$ cat config.mk
export PLATFORM = sky130hd
export DESIGN_NAME = dcache_if_arb2_flat
export DESIGN_NICKNAME = d
export VERILOG_FILES = /design/src/rtl/dcache_if_arb2_if.sv /design/src/rtl/dcache_if_arb2.sv /design/src/flat_wrapper.sv
export SDC_FILE = /design/constraint.sdc
export NUM_CORES = 1
export LEC_CHECK = 0
export ABC_CLOCK_PERIOD_IN_PS = 2070
export CAP_MARGIN = 20
export CORE_AREA = 2 2 154 156
export CTS_CLUSTER_DIAMETER = 100
export DETAILED_ROUTE_END_ITERATION = 10
export DIE_AREA = 0 0 156 158
export PLACE_DENSITY = 0.52
export SLEW_MARGIN = 30
export SYNTH_ARGS = -nofsm -noshare
export SYNTH_HDL_FRONTEND = slang
export SYNTH_SLANG_ARGS = --single-unit
$ cat constraint.sdc
create_clock -name clk_i -period 2.07 [get_ports clk_i]
set_clock_uncertainty 0.2 [all_clocks]
set_input_delay 0.207 -clock clk_i [delete_from_list [all_inputs] [get_ports clk_i]]
set_output_delay 0.207 -clock clk_i [all_outputs]
set_load 0.01 [all_outputs]
$ cat src/rtl/dcache_if_arb2_if.sv
// dcache_if request/response bundle shared by LSU pipes, the arbiter and the memory-side slave.
// master drives requests and receives responses; slave does the opposite.
interface dcache_if_arb2_if;
    logic [31:0] addr;
    logic [31:0] data_wr;
    logic        rd;
    logic [3:0]  wr;
    logic        cacheable;
    logic        invalidate;
    logic        writeback;
    logic        flush;
    logic [10:0] req_tag;
    logic        accept;
    logic        ack;
    logic        error;
    logic [31:0] data_rd;
    logic [10:0] resp_tag;

    modport master (
        output addr, data_wr, rd, wr, cacheable, invalidate, writeback, flush, req_tag,
        input  accept, ack, error, data_rd, resp_tag
    );

    modport slave (
        input  addr, data_wr, rd, wr, cacheable, invalidate, writeback, flush, req_tag,
        output accept, ack, error, data_rd, resp_tag
    );
endinterface

$ cat src/rtl/dcache_if_arb2.sv
// Two-master dcache_if arbiter: round-robin grant held until accepted, with an in-order
// route FIFO steering each slave response back to the master that issued it.
module dcache_if_arb2 #(
    parameter int OUTSTANDING = 2,
    parameter int ID_PTR_W    = 1
) (
    input  logic                    clk_i,
    input  logic                    rst_i,
    dcache_if_arb2_if.slave         m0,
    dcache_if_arb2_if.slave         m1,
    dcache_if_arb2_if.master        mem
);
    logic                req0, req1;
    logic                rr_q;          // master preferred on the next tie (the one not served last)
    logic                lock_q, locked_id_q;
    logic                grant_valid, grant_id;
    logic                fifo_full, fifo_empty;
    logic                presented, push, pop;
    logic                head_id, ack0, ack1;
    logic                route_q [OUTSTANDING];
    logic [ID_PTR_W-1:0] wr_ptr_q, rd_ptr_q;
    logic [ID_PTR_W:0]   count_q;

    assign req0 = m0.rd | (|m0.wr) | m0.invalidate | m0.writeback | m0.flush;
    assign req1 = m1.rd | (|m1.wr) | m1.invalidate | m1.writeback | m1.flush;

    assign fifo_full  = (count_q == (ID_PTR_W+1)'(OUTSTANDING));
    assign fifo_empty = (count_q == '0);

    // NOTE: every output of this block gets a default first, so no path can infer a latch.
    always_comb begin
        grant_valid = req0 | req1;
        grant_id    = req1 & ~req0;
        if (lock_q) begin
            grant_valid = 1'b1;
            grant_id    = locked_id_q;
        end else if (req0 & req1) begin
            grant_id = rr_q;
        end
    end

    assign presented = grant_valid & ~fifo_full;
    assign push      = presented & mem.accept;
    assign pop       = mem.ack & ~fifo_empty;
    assign head_id   = route_q[rd_ptr_q];

    // Slave request bus: granted master's fields, all zero when nothing is presented.
    assign mem.addr       = presented ? (grant_id ? m1.addr       : m0.addr)       : '0;
    assign mem.data_wr    = presented ? (grant_id ? m1.data_wr    : m0.data_wr)    : '0;
    assign mem.rd         = presented & (grant_id ? m1.rd         : m0.rd);
    assign mem.wr         = presented ? (grant_id ? m1.wr         : m0.wr)         : '0;
    assign mem.cacheable  = presented & (grant_id ? m1.cacheable  : m0.cacheable);
    assign mem.invalidate = presented & (grant_id ? m1.invalidate : m0.invalidate);
    assign mem.writeback  = presented & (grant_id ? m1.writeback  : m0.writeback);
    assign mem.flush      = presented & (grant_id ? m1.flush      : m0.flush);
    assign mem.req_tag    = presented ? (grant_id ? m1.req_tag    : m0.req_tag)    : '0;

    assign m0.accept = push & ~grant_id;
    assign m1.accept = push &  grant_id;

    // Responses go only to the route FIFO head; an ack with nothing outstanding is dropped.
    assign ack0 = pop & ~head_id;
    assign ack1 = pop &  head_id;

    assign m0.ack      = ack0;
    assign m0.error    = ack0 & mem.error;
    assign m0.data_rd  = ack0 ? mem.data_rd  : '0;
    assign m0.resp_tag = ack0 ? mem.resp_tag : '0;
    assign m1.ack      = ack1;
    assign m1.error    = ack1 & mem.error;
    assign m1.data_rd  = ack1 ? mem.data_rd  : '0;
    assign m1.resp_tag = ack1 ? mem.resp_tag : '0;

    // NOTE: state registers use non-blocking assignments so all updates see pre-edge values.
    always_ff @(posedge clk_i or posedge rst_i) begin
        if (rst_i) begin
            rr_q        <= 1'b0;
            lock_q      <= 1'b0;
            locked_id_q <= 1'b0;
            wr_ptr_q    <= '0;
            rd_ptr_q    <= '0;
            count_q     <= '0;
        end else begin
            if (push) begin
                rr_q   <= ~grant_id;
                lock_q <= 1'b0;
            end else if (presented) begin
                lock_q      <= 1'b1;
                locked_id_q <= grant_id;
            end

            if (push) wr_ptr_q <= wr_ptr_q + 1'b1;
            if (pop)  rd_ptr_q <= rd_ptr_q + 1'b1;

            case ({push, pop})
                2'b10:   count_q <= count_q + 1'b1;
                2'b01:   count_q <= count_q - 1'b1;
                default: count_q <= count_q;
            endcase
        end
    end

    // NOTE: route storage is not reset; entries are only read between push and pop,
    // and reset clears the pointers and count that qualify them.
    always_ff @(posedge clk_i) begin
        if (push) route_q[wr_ptr_q] <= grant_id;
    end
endmodule
$ cat src/flat_wrapper.sv
// flat-port wrapper written by rule: the top's interface ports become plain ports
module dcache_if_arb2_flat 
#(
    parameter int OUTSTANDING = 2,
    parameter int ID_PTR_W    = 1
)
  (clk_i, rst_i, m0_addr, m0_data_wr, m0_rd, m0_wr, m0_cacheable, m0_invalidate, m0_writeback, m0_flush, m0_req_tag, m0_accept, m0_ack, m0_error, m0_data_rd, m0_resp_tag, m1_addr, m1_data_wr, m1_rd, m1_wr, m1_cacheable, m1_invalidate, m1_writeback, m1_flush, m1_req_tag, m1_accept, m1_ack, m1_error, m1_data_rd, m1_resp_tag, mem_addr, mem_data_wr, mem_rd, mem_wr, mem_cacheable, mem_invalidate, mem_writeback, mem_flush, mem_req_tag, mem_accept, mem_ack, mem_error, mem_data_rd, mem_resp_tag);
  dcache_if_arb2_if m0_i ();
  dcache_if_arb2_if m1_i ();
  dcache_if_arb2_if mem_i ();
  input  logic clk_i;
  input  logic rst_i;
  input wire logic [$bits(m0_i.addr)-1:0] m0_addr;
  input wire logic [$bits(m0_i.data_wr)-1:0] m0_data_wr;
  input wire logic [$bits(m0_i.rd)-1:0] m0_rd;
  input wire logic [$bits(m0_i.wr)-1:0] m0_wr;
  input wire logic [$bits(m0_i.cacheable)-1:0] m0_cacheable;
  input wire logic [$bits(m0_i.invalidate)-1:0] m0_invalidate;
  input wire logic [$bits(m0_i.writeback)-1:0] m0_writeback;
  input wire logic [$bits(m0_i.flush)-1:0] m0_flush;
  input wire logic [$bits(m0_i.req_tag)-1:0] m0_req_tag;
  output wire logic [$bits(m0_i.accept)-1:0] m0_accept;
  output wire logic [$bits(m0_i.ack)-1:0] m0_ack;
  output wire logic [$bits(m0_i.error)-1:0] m0_error;
  output wire logic [$bits(m0_i.data_rd)-1:0] m0_data_rd;
  output wire logic [$bits(m0_i.resp_tag)-1:0] m0_resp_tag;
  input wire logic [$bits(m1_i.addr)-1:0] m1_addr;
  input wire logic [$bits(m1_i.data_wr)-1:0] m1_data_wr;
  input wire logic [$bits(m1_i.rd)-1:0] m1_rd;
  input wire logic [$bits(m1_i.wr)-1:0] m1_wr;
  input wire logic [$bits(m1_i.cacheable)-1:0] m1_cacheable;
  input wire logic [$bits(m1_i.invalidate)-1:0] m1_invalidate;
  input wire logic [$bits(m1_i.writeback)-1:0] m1_writeback;
  input wire logic [$bits(m1_i.flush)-1:0] m1_flush;
  input wire logic [$bits(m1_i.req_tag)-1:0] m1_req_tag;
  output wire logic [$bits(m1_i.accept)-1:0] m1_accept;
  output wire logic [$bits(m1_i.ack)-1:0] m1_ack;
  output wire logic [$bits(m1_i.error)-1:0] m1_error;
  output wire logic [$bits(m1_i.data_rd)-1:0] m1_data_rd;
  output wire logic [$bits(m1_i.resp_tag)-1:0] m1_resp_tag;
  output wire logic [$bits(mem_i.addr)-1:0] mem_addr;
  output wire logic [$bits(mem_i.data_wr)-1:0] mem_data_wr;
  output wire logic [$bits(mem_i.rd)-1:0] mem_rd;
  output wire logic [$bits(mem_i.wr)-1:0] mem_wr;
  output wire logic [$bits(mem_i.cacheable)-1:0] mem_cacheable;
  output wire logic [$bits(mem_i.invalidate)-1:0] mem_invalidate;
  output wire logic [$bits(mem_i.writeback)-1:0] mem_writeback;
  output wire logic [$bits(mem_i.flush)-1:0] mem_flush;
  output wire logic [$bits(mem_i.req_tag)-1:0] mem_req_tag;
  input wire logic [$bits(mem_i.accept)-1:0] mem_accept;
  input wire logic [$bits(mem_i.ack)-1:0] mem_ack;
  input wire logic [$bits(mem_i.error)-1:0] mem_error;
  input wire logic [$bits(mem_i.data_rd)-1:0] mem_data_rd;
  input wire logic [$bits(mem_i.resp_tag)-1:0] mem_resp_tag;
  assign m0_i.addr = m0_addr;
  assign m0_i.data_wr = m0_data_wr;
  assign m0_i.rd = m0_rd;
  assign m0_i.wr = m0_wr;
  assign m0_i.cacheable = m0_cacheable;
  assign m0_i.invalidate = m0_invalidate;
  assign m0_i.writeback = m0_writeback;
  assign m0_i.flush = m0_flush;
  assign m0_i.req_tag = m0_req_tag;
  assign m0_accept = m0_i.accept;
  assign m0_ack = m0_i.ack;
  assign m0_error = m0_i.error;
  assign m0_data_rd = m0_i.data_rd;
  assign m0_resp_tag = m0_i.resp_tag;
  assign m1_i.addr = m1_addr;
  assign m1_i.data_wr = m1_data_wr;
  assign m1_i.rd = m1_rd;
  assign m1_i.wr = m1_wr;
  assign m1_i.cacheable = m1_cacheable;
  assign m1_i.invalidate = m1_invalidate;
  assign m1_i.writeback = m1_writeback;
  assign m1_i.flush = m1_flush;
  assign m1_i.req_tag = m1_req_tag;
  assign m1_accept = m1_i.accept;
  assign m1_ack = m1_i.ack;
  assign m1_error = m1_i.error;
  assign m1_data_rd = m1_i.data_rd;
  assign m1_resp_tag = m1_i.resp_tag;
  assign mem_addr = mem_i.addr;
  assign mem_data_wr = mem_i.data_wr;
  assign mem_rd = mem_i.rd;
  assign mem_wr = mem_i.wr;
  assign mem_cacheable = mem_i.cacheable;
  assign mem_invalidate = mem_i.invalidate;
  assign mem_writeback = mem_i.writeback;
  assign mem_flush = mem_i.flush;
  assign mem_req_tag = mem_i.req_tag;
  assign mem_i.accept = mem_accept;
  assign mem_i.ack = mem_ack;
  assign mem_i.error = mem_error;
  assign mem_i.data_rd = mem_data_rd;
  assign mem_i.resp_tag = mem_resp_tag;
  dcache_if_arb2 #(.OUTSTANDING(OUTSTANDING), .ID_PTR_W(ID_PTR_W)) u_core (.clk_i(clk_i), .rst_i(rst_i), .m0(m0_i), .m1(m1_i), .mem(mem_i));
endmodule
==> run metrics, run 1 <==
Synthesized Nets=842; post-route design area=11160 sq um; Initial Util=0.1914; share of cells above drive strength 1=0.5107; wire per inst=23.05 microns; Yosys reg bits=9; RSZ-0062 raised after global routing=true; synth top area cells=mux2_2 (19%), a32oi_1 (15%), and2_1 (12%); routed wl met3=2410 microns; Root Driver=clkbuf_16; Post-synth EDFFs=2; maximum clock frequency=0.4428 GHz; syn_area_per_cell=between 7 and 8 sq um; setup violators final=87; core footprint=~23000 sq um; die area=24650 sq um; first drt pass iteration count=5; first-pass GRT wire length=43660 microns; crit path capture type=output port; initial antenna violation count=11; Area after DPL=9171 sq um; FF+latch area=about 240 sq um; slew margin rel.=0.7574; CP max stage delay=340 ps; Max-cap violations=0; period utilization=1.091; Final Hold Fails=0; Cell Rows=56; PD cells=1336 nW/um^2; DR vias/cell=between 5 and 6; Final Wtd Congestion=approximately 0.83; Area Growth Syn to Fin=153.0%; crit path max-delay cell type=nor4_4; family with the most delay on the worst path=buffers and inverters; ys flop type=dfrtp_1; VDD IR max=between 0.5 and 0.6 mV; Die W=about 160 microns; area of the multi-input gates=about 4400 sq um; yosys warns=0; max layer used=met5; Total Wirelength=32710 microns; Layout Utilization=0.4841; port buffer count=391; Setup WS post-layout=-188.2 ps; Slew Limit Fails=0; num ports=392; H-tree depth=1; Min-Delay Path Class=in2async; post-synth top area cell=mux2_2; Tmin final=2258 ps; vias in the first global route=6895; # nets final=1338; CP Cell Sequence=buf_6 -> nor4_4 -> buf_4 -> a21o_4 -> buf_12 -> buf_12 -> clkbuf_16 -> a32oi_2 -> a21oi_1 -> buf_2; Remaining DRCs=0; most frequent cells after synthesis=a21oi_1 (89), and2_1 (88), nor2b_1 (77), a32oi_1 (76), mux2_2 (76); leakage power=between 4 and 5 nW; WS Path Type=in2out; Met2 Wirelength=17190 microns; clock slew at reported path FFs=~40 ps; routed vias=7155; mapped cell area=4412 sq um; violated checks=setup timing; Longest Clk Path Bufs=2; CTS Buf Count=3; post-route ant nets=0; CP Buf/Inv Count=6; CP Data Required Time=1660 ps; Fillers=2226; CTS tree=built; Critical Path Start Type=input port; Synth cell types=34; CP Max Fanout=5; Post-Route M1 WL=~12000 microns; largest net degree at the start of global routing=41; Syn Inst Count=625; Die Ht=158 microns; Sink Count=9; Slew @ Worst Pin=362.3 ps; DRT iter0 DRCs=345; total power=14.91 mW; Seq/Total Area, Yosys=0.05332; status=complete, but fails checks; hpwl dp=21190 microns; most frequent cell on the critical path=buf_12; asr flop ratio synth=0.7778; Clk Latency, worst-skew pair=230 ps; GRT overflow=0; share of the synthesized area in the top cell type=0.1940; Global Route Usage Sum=0.2341; most common cell in the netlist=a21oi_1; CP arrival=1850 ps
## repair_timing
| action | 4_1_cts | 5_1_grt |
|---|---|---|
| cloned | 27 | 13 |
| endpoints found under the setup margin | 184 | 176 |
| resized for setup | 820 | 256 |
| hold buffers | 0 | 0 |
| buffers inserted | 50 | 26 |
| pin swaps | 56 | 53 |
## metal layers
metal,global-route usage,vias up
li1,-,3371
met1,0.2512,3390
met2,0.4492,328
met3,0.05803,62
met4,0.07339,4
met5,0,-
## stage by stage
step	setup WS (ps)	TNS [ps]	hold WS, ps	cells
after floorplan	108.5	0	-189.6	625
after global placement	-929.2	-103110	264.5	1302
after detailed placement	-885.8	-101130	259.7	1302
after CTS	-231.6	-12500	11.26	1381
after global routing	-234.5	-15730	39.70	1417
final	-188.2	-9848	8.066	1419
## final cells by class
class / instances / share of cell area
multi-input combinational: 534 / 0.3971
inverter: 4 / 0.001345
tap: 290 / 0.03251
clock buffer: 4 / 0.007064
sequential: 9 / 0.02186
timing repair buffer: 569 / 0.5381
antenna: 9 / 0.002018
## power breakdown
| part | switching [mW] | internal [mW] | total [mW] | leakage [nW] |
|---|---|---|---|---|
| clock | 0.0825 | 0.257 | 0.340 | 0.0382 |
| sequential | 0.110 | 0.296 | 0.406 | 0.0968 |
| combinational | 6.59 | 7.58 | 14.2 | 4.46 |
| total | 6.78 | 8.13 | 14.9 | 4.59 |
## cell families (layout without fill, tap and decap cells)
family	Yosys count	after routing	synth area share
AND/OR/NAND/NOR	194	194	0.2879
flip-flops	9	9	0.05332
other	0	9	0
adder cells (fa/ha/maj)	1	1	0.002836
AO/OA/AOI/OAI	256	256	0.3636
multiplexers	78	78	0.1988
XOR/XNOR	5	5	0.009926
buffers and inverters	82	577	0.08366
## flip-flops by register name, indices dropped and copies added (netlist names)
name	cells
u_core.count_q	2
u_core.lock_q	1
u_core.locked_id_q	1
u_core.rd_ptr_q	1
u_core.route_q	2
u_core.rr_q	1
u_core.wr_ptr_q	1
## cells in the final DEF, fill, tap and decap left out, types with 28 or more instances in the layout
master / Yosys / layout
a32oi_1: 76 / 48
buf_6: 0 / 68
buf_2: 19 / 131
buf_4: 10 / 57
mux2_2: 76 / 73
o21ai_0: 67 / 28
buf_12: 0 / 42
o21ai_1: 11 / 31
and2_4: 0 / 31
and2_1: 88 / 58
clkdlybuf4s50_1: 0 / 199
a21oi_1: 89 / 64
nor2b_1: 77 / 75
## path summary, 6_finish.rpt
path / from / to / slack, ps / depth (start not counted)
setup reg to reg: u_core.lock_q / u_core.count_q[1] / 10 / 9
min in group clk_i: m0_wr[1] / u_core.locked_id_q / 220 / 5
setup / recovery: m0_wr[2] / mem_addr[30] / -190 / 10
max in group asynchronous: rst_i / u_core.lock_q / 1410 / 2
hold reg to reg: u_core.wr_ptr_q / u_core.wr_ptr_q / 310 / 1
hold / removal: rst_i / u_core.locked_id_q / 8 / 2
Note: power is estimated with default switching activity, not from simulation.
==> run 2, diff against run 1 <==
--- a/config.mk
+++ b/config.mk
@@ -9,6 +9,7 @@
 export CAP_MARGIN = 20
 export CORE_AREA = 2 2 154 156
 export CTS_CLUSTER_DIAMETER = 100
+export CTS_CLUSTER_SIZE = 40
 export DETAILED_ROUTE_END_ITERATION = 10
 export DIE_AREA = 0 0 156 158
 export PLACE_DENSITY = 0.52
==> results of run 2 <==
No change in the layout: final DEF, timing and power equal those of run 1.
==> run 3, diff against run 2 <==
--- a/config.mk
+++ b/config.mk
@@ -13,6 +13,7 @@
 export DETAILED_ROUTE_END_ITERATION = 10
 export DIE_AREA = 0 0 156 158
 export PLACE_DENSITY = 0.52
+export SETUP_SLACK_MARGIN = 0.4
 export SLEW_MARGIN = 30
 export SYNTH_ARGS = -nofsm -noshare
 export SYNTH_HDL_FRONTEND = slang
==> run metrics, run 3 (synthesized netlist as in run 1, its figures left out) <==
die area=24650 sq um (unchanged); Final Hold Fails=0 (unchanged); Longest Clk Path Bufs=2 (unchanged); Critical Path Start Type=input port; leakage power=4.714 nW (+2.7%); most frequent cells in the layout=clkdlybuf4s50_1 (199), buf_6 (124), buf_2 (90), and2_4 (79), nor2b_1 (75); Total Wirelength=32500 microns (-0.64%); first drt pass iteration count=4 (-1); WS Path Type=in2out; wire per inst=23.10 microns (+0.21%); GRT overflow=0 (unchanged); hold buffers post-CTS=0 (unchanged); share of cells above drive strength 1=0.6204 (+0.1097); Layout Utilization=0.5226 (+0.03854); Die W=156 microns (unchanged); Die Ht=158 microns (unchanged); Area Growth Syn to Fin=173.1%; CP Data Required Time=1660 ps (about the same); total power=16.10 mW (+7.9%); Cell Rows=56 (unchanged); CP arrival=1850 ps (about the same); Final Wtd Congestion=0.8393 (+0.90%); Max-cap violations=0 (unchanged); clock slew at reported path FFs=40 ps (about the same); period utilization=1.090 (about the same); crit path capture type=output port; routed vias=7130 (-0.35%); maximum clock frequency=0.4431 GHz (about the same); DRT iter0 DRCs=352 (+2.0%); port buffer count=391 (unchanged); RSZ-0062 raised after global routing=true; sum of negative setup slack=-12100 ps (-2249 ps); Min-Delay Path Class=in2async; gr busiest metal=met2; met2 Usage GRT=0.4288 (-0.02044); CTS Buf Count=3 (unchanged); Initial Util=0.1914 (unchanged); Remaining DRCs=0 (unchanged); vias in the first global route=7084 (+2.7%); status=complete, but fails checks; reg2reg path depth=7 (-2); met1 GRT Util=0.2489 (-0.002225); slew margin rel.=0.7564 (-0.0009900); # nets final=1327 (-0.82%); Regs by FF count=u_core.count_q: 2 flops, u_core.route_q: 2 flops; post-route ant nets=0 (unchanged); most common cell after layout, fill and taps aside=clkdlybuf4s50_1; CP Max Fanout=7 (+2); Slew Limit Fails=0 (unchanged); violated checks=setup timing; PD cells=1336 nW/um^2 (about the same); largest net degree at the start of global routing=57 (+39%); Tmin final=2257 ps (-1.200 ps); num ports=392 (unchanged); Global Route met3 Usage=0.04763 (-0.01040); Clk Latency, worst-skew pair=240 ps (about the same); H-tree depth=1 (unchanged); Global Route Usage Sum=0.2277 (-0.006404); VDD IR max=0.6079 mV (+6.6%); Sink Count=9 (unchanged); hpwl dp=20570 microns (-3.0%); CTS tree=built; Root Driver=clkbuf_16; core footprint=23050 sq um (unchanged); setup violators final=106 (+22%); first-pass GRT wire length=43010 microns (-1.5%); Setup WS post-layout=-187.0 ps (+1.200 ps); initial antenna violation count=9 (-2); DR vias/cell=5.068 (+0.50%); Slew @ Worst Pin=365.3 ps (+3.080 ps)
==> run 3: cell types whose count changed in the layout (fill, tap and decap cells not counted), sizes merged <==
| cell | change |
|---|---|
| dlygate4sd2 | -1 |
| bufbuf | -1 |
| buf | +4 |
| clkbuf | -13 |
| diode | -1 |
==> run 3: power breakdown <==
part           switching (mW)  leakage, nW  total (mW)  internal [mW]
Clock                  0.0887       0.0382       0.347          0.258
Combinational            7.14         4.58        15.3           8.19
Sequential              0.120       0.0968       0.416          0.296
Total                    7.35         4.71        16.1           8.75
==> run 3: layout make-up <==
cell class                      count  area [sq um]
Multi-Input combinational cell    534          5112
Sequential cell                     9         244.0
Tap cell                          290         362.8
Fill cell                        2149         11000
Clock buffer                        4         78.83
Timing Repair Buffer              558          6215
Antenna cell                        8         20.02
Inverter                            4         15.01
==> run 3: worst max-delay path, stage by stage <==
cell and delay [ps]:
buf_8 100, nor4_4 350, buf_4 190, nand4_4 120, o21ai_4 170, buf_12 140, buf_12 120, buf_12 120
buf_16 140, a21oi_4 40, buf_2 150
==> run 3: path summary, 6_finish.rpt <==
kind / start / end / slack, ps
setup / recovery: m1_wr[2] / mem_wr[1] / -190
hold / removal: rst_i / u_core.count_q[1] / 3
setup reg to reg: u_core.lock_q / u_core.count_q[1] / 240
hold reg to reg: u_core.wr_ptr_q / u_core.wr_ptr_q / 300
max in group asynchronous: rst_i / u_core.locked_id_q / 1420
min in group clk_i: u_core.wr_ptr_q / u_core.wr_ptr_q / 300
==> run 3: through the flow <==
stage          hold slack, ps  setup WS, ps  cell area [sq um]  cells
3_3_place_gp            261.1        -949.2               9314   1299
3_5_place_dp            261.0        -958.4               9314   1299
6_report                3.463        -187.0              12050   1407
4_1_cts                 10.07        -126.2              10450   1356
5_1_grt                 39.62        -243.3              12050   1406
2_1_floorplan          -189.6         229.5               4622    625
==> run 3: timing repair <==
item | CTS | global route
setup endpoints to repair | 186 | 185
resized for setup | 800 | 443
cloned | 20 | 21
pin swaps | 63 | 60
buffers inserted | 33 | 22
==> run 3: routing by layer <==
metal / part of all wire / vias up
met5: 0.00037 / -
met4: 0.035 / 2
met3: 0.062 / 59
met2: 0.52 / 302
met1: 0.38 / 3426
li1: - / 3341
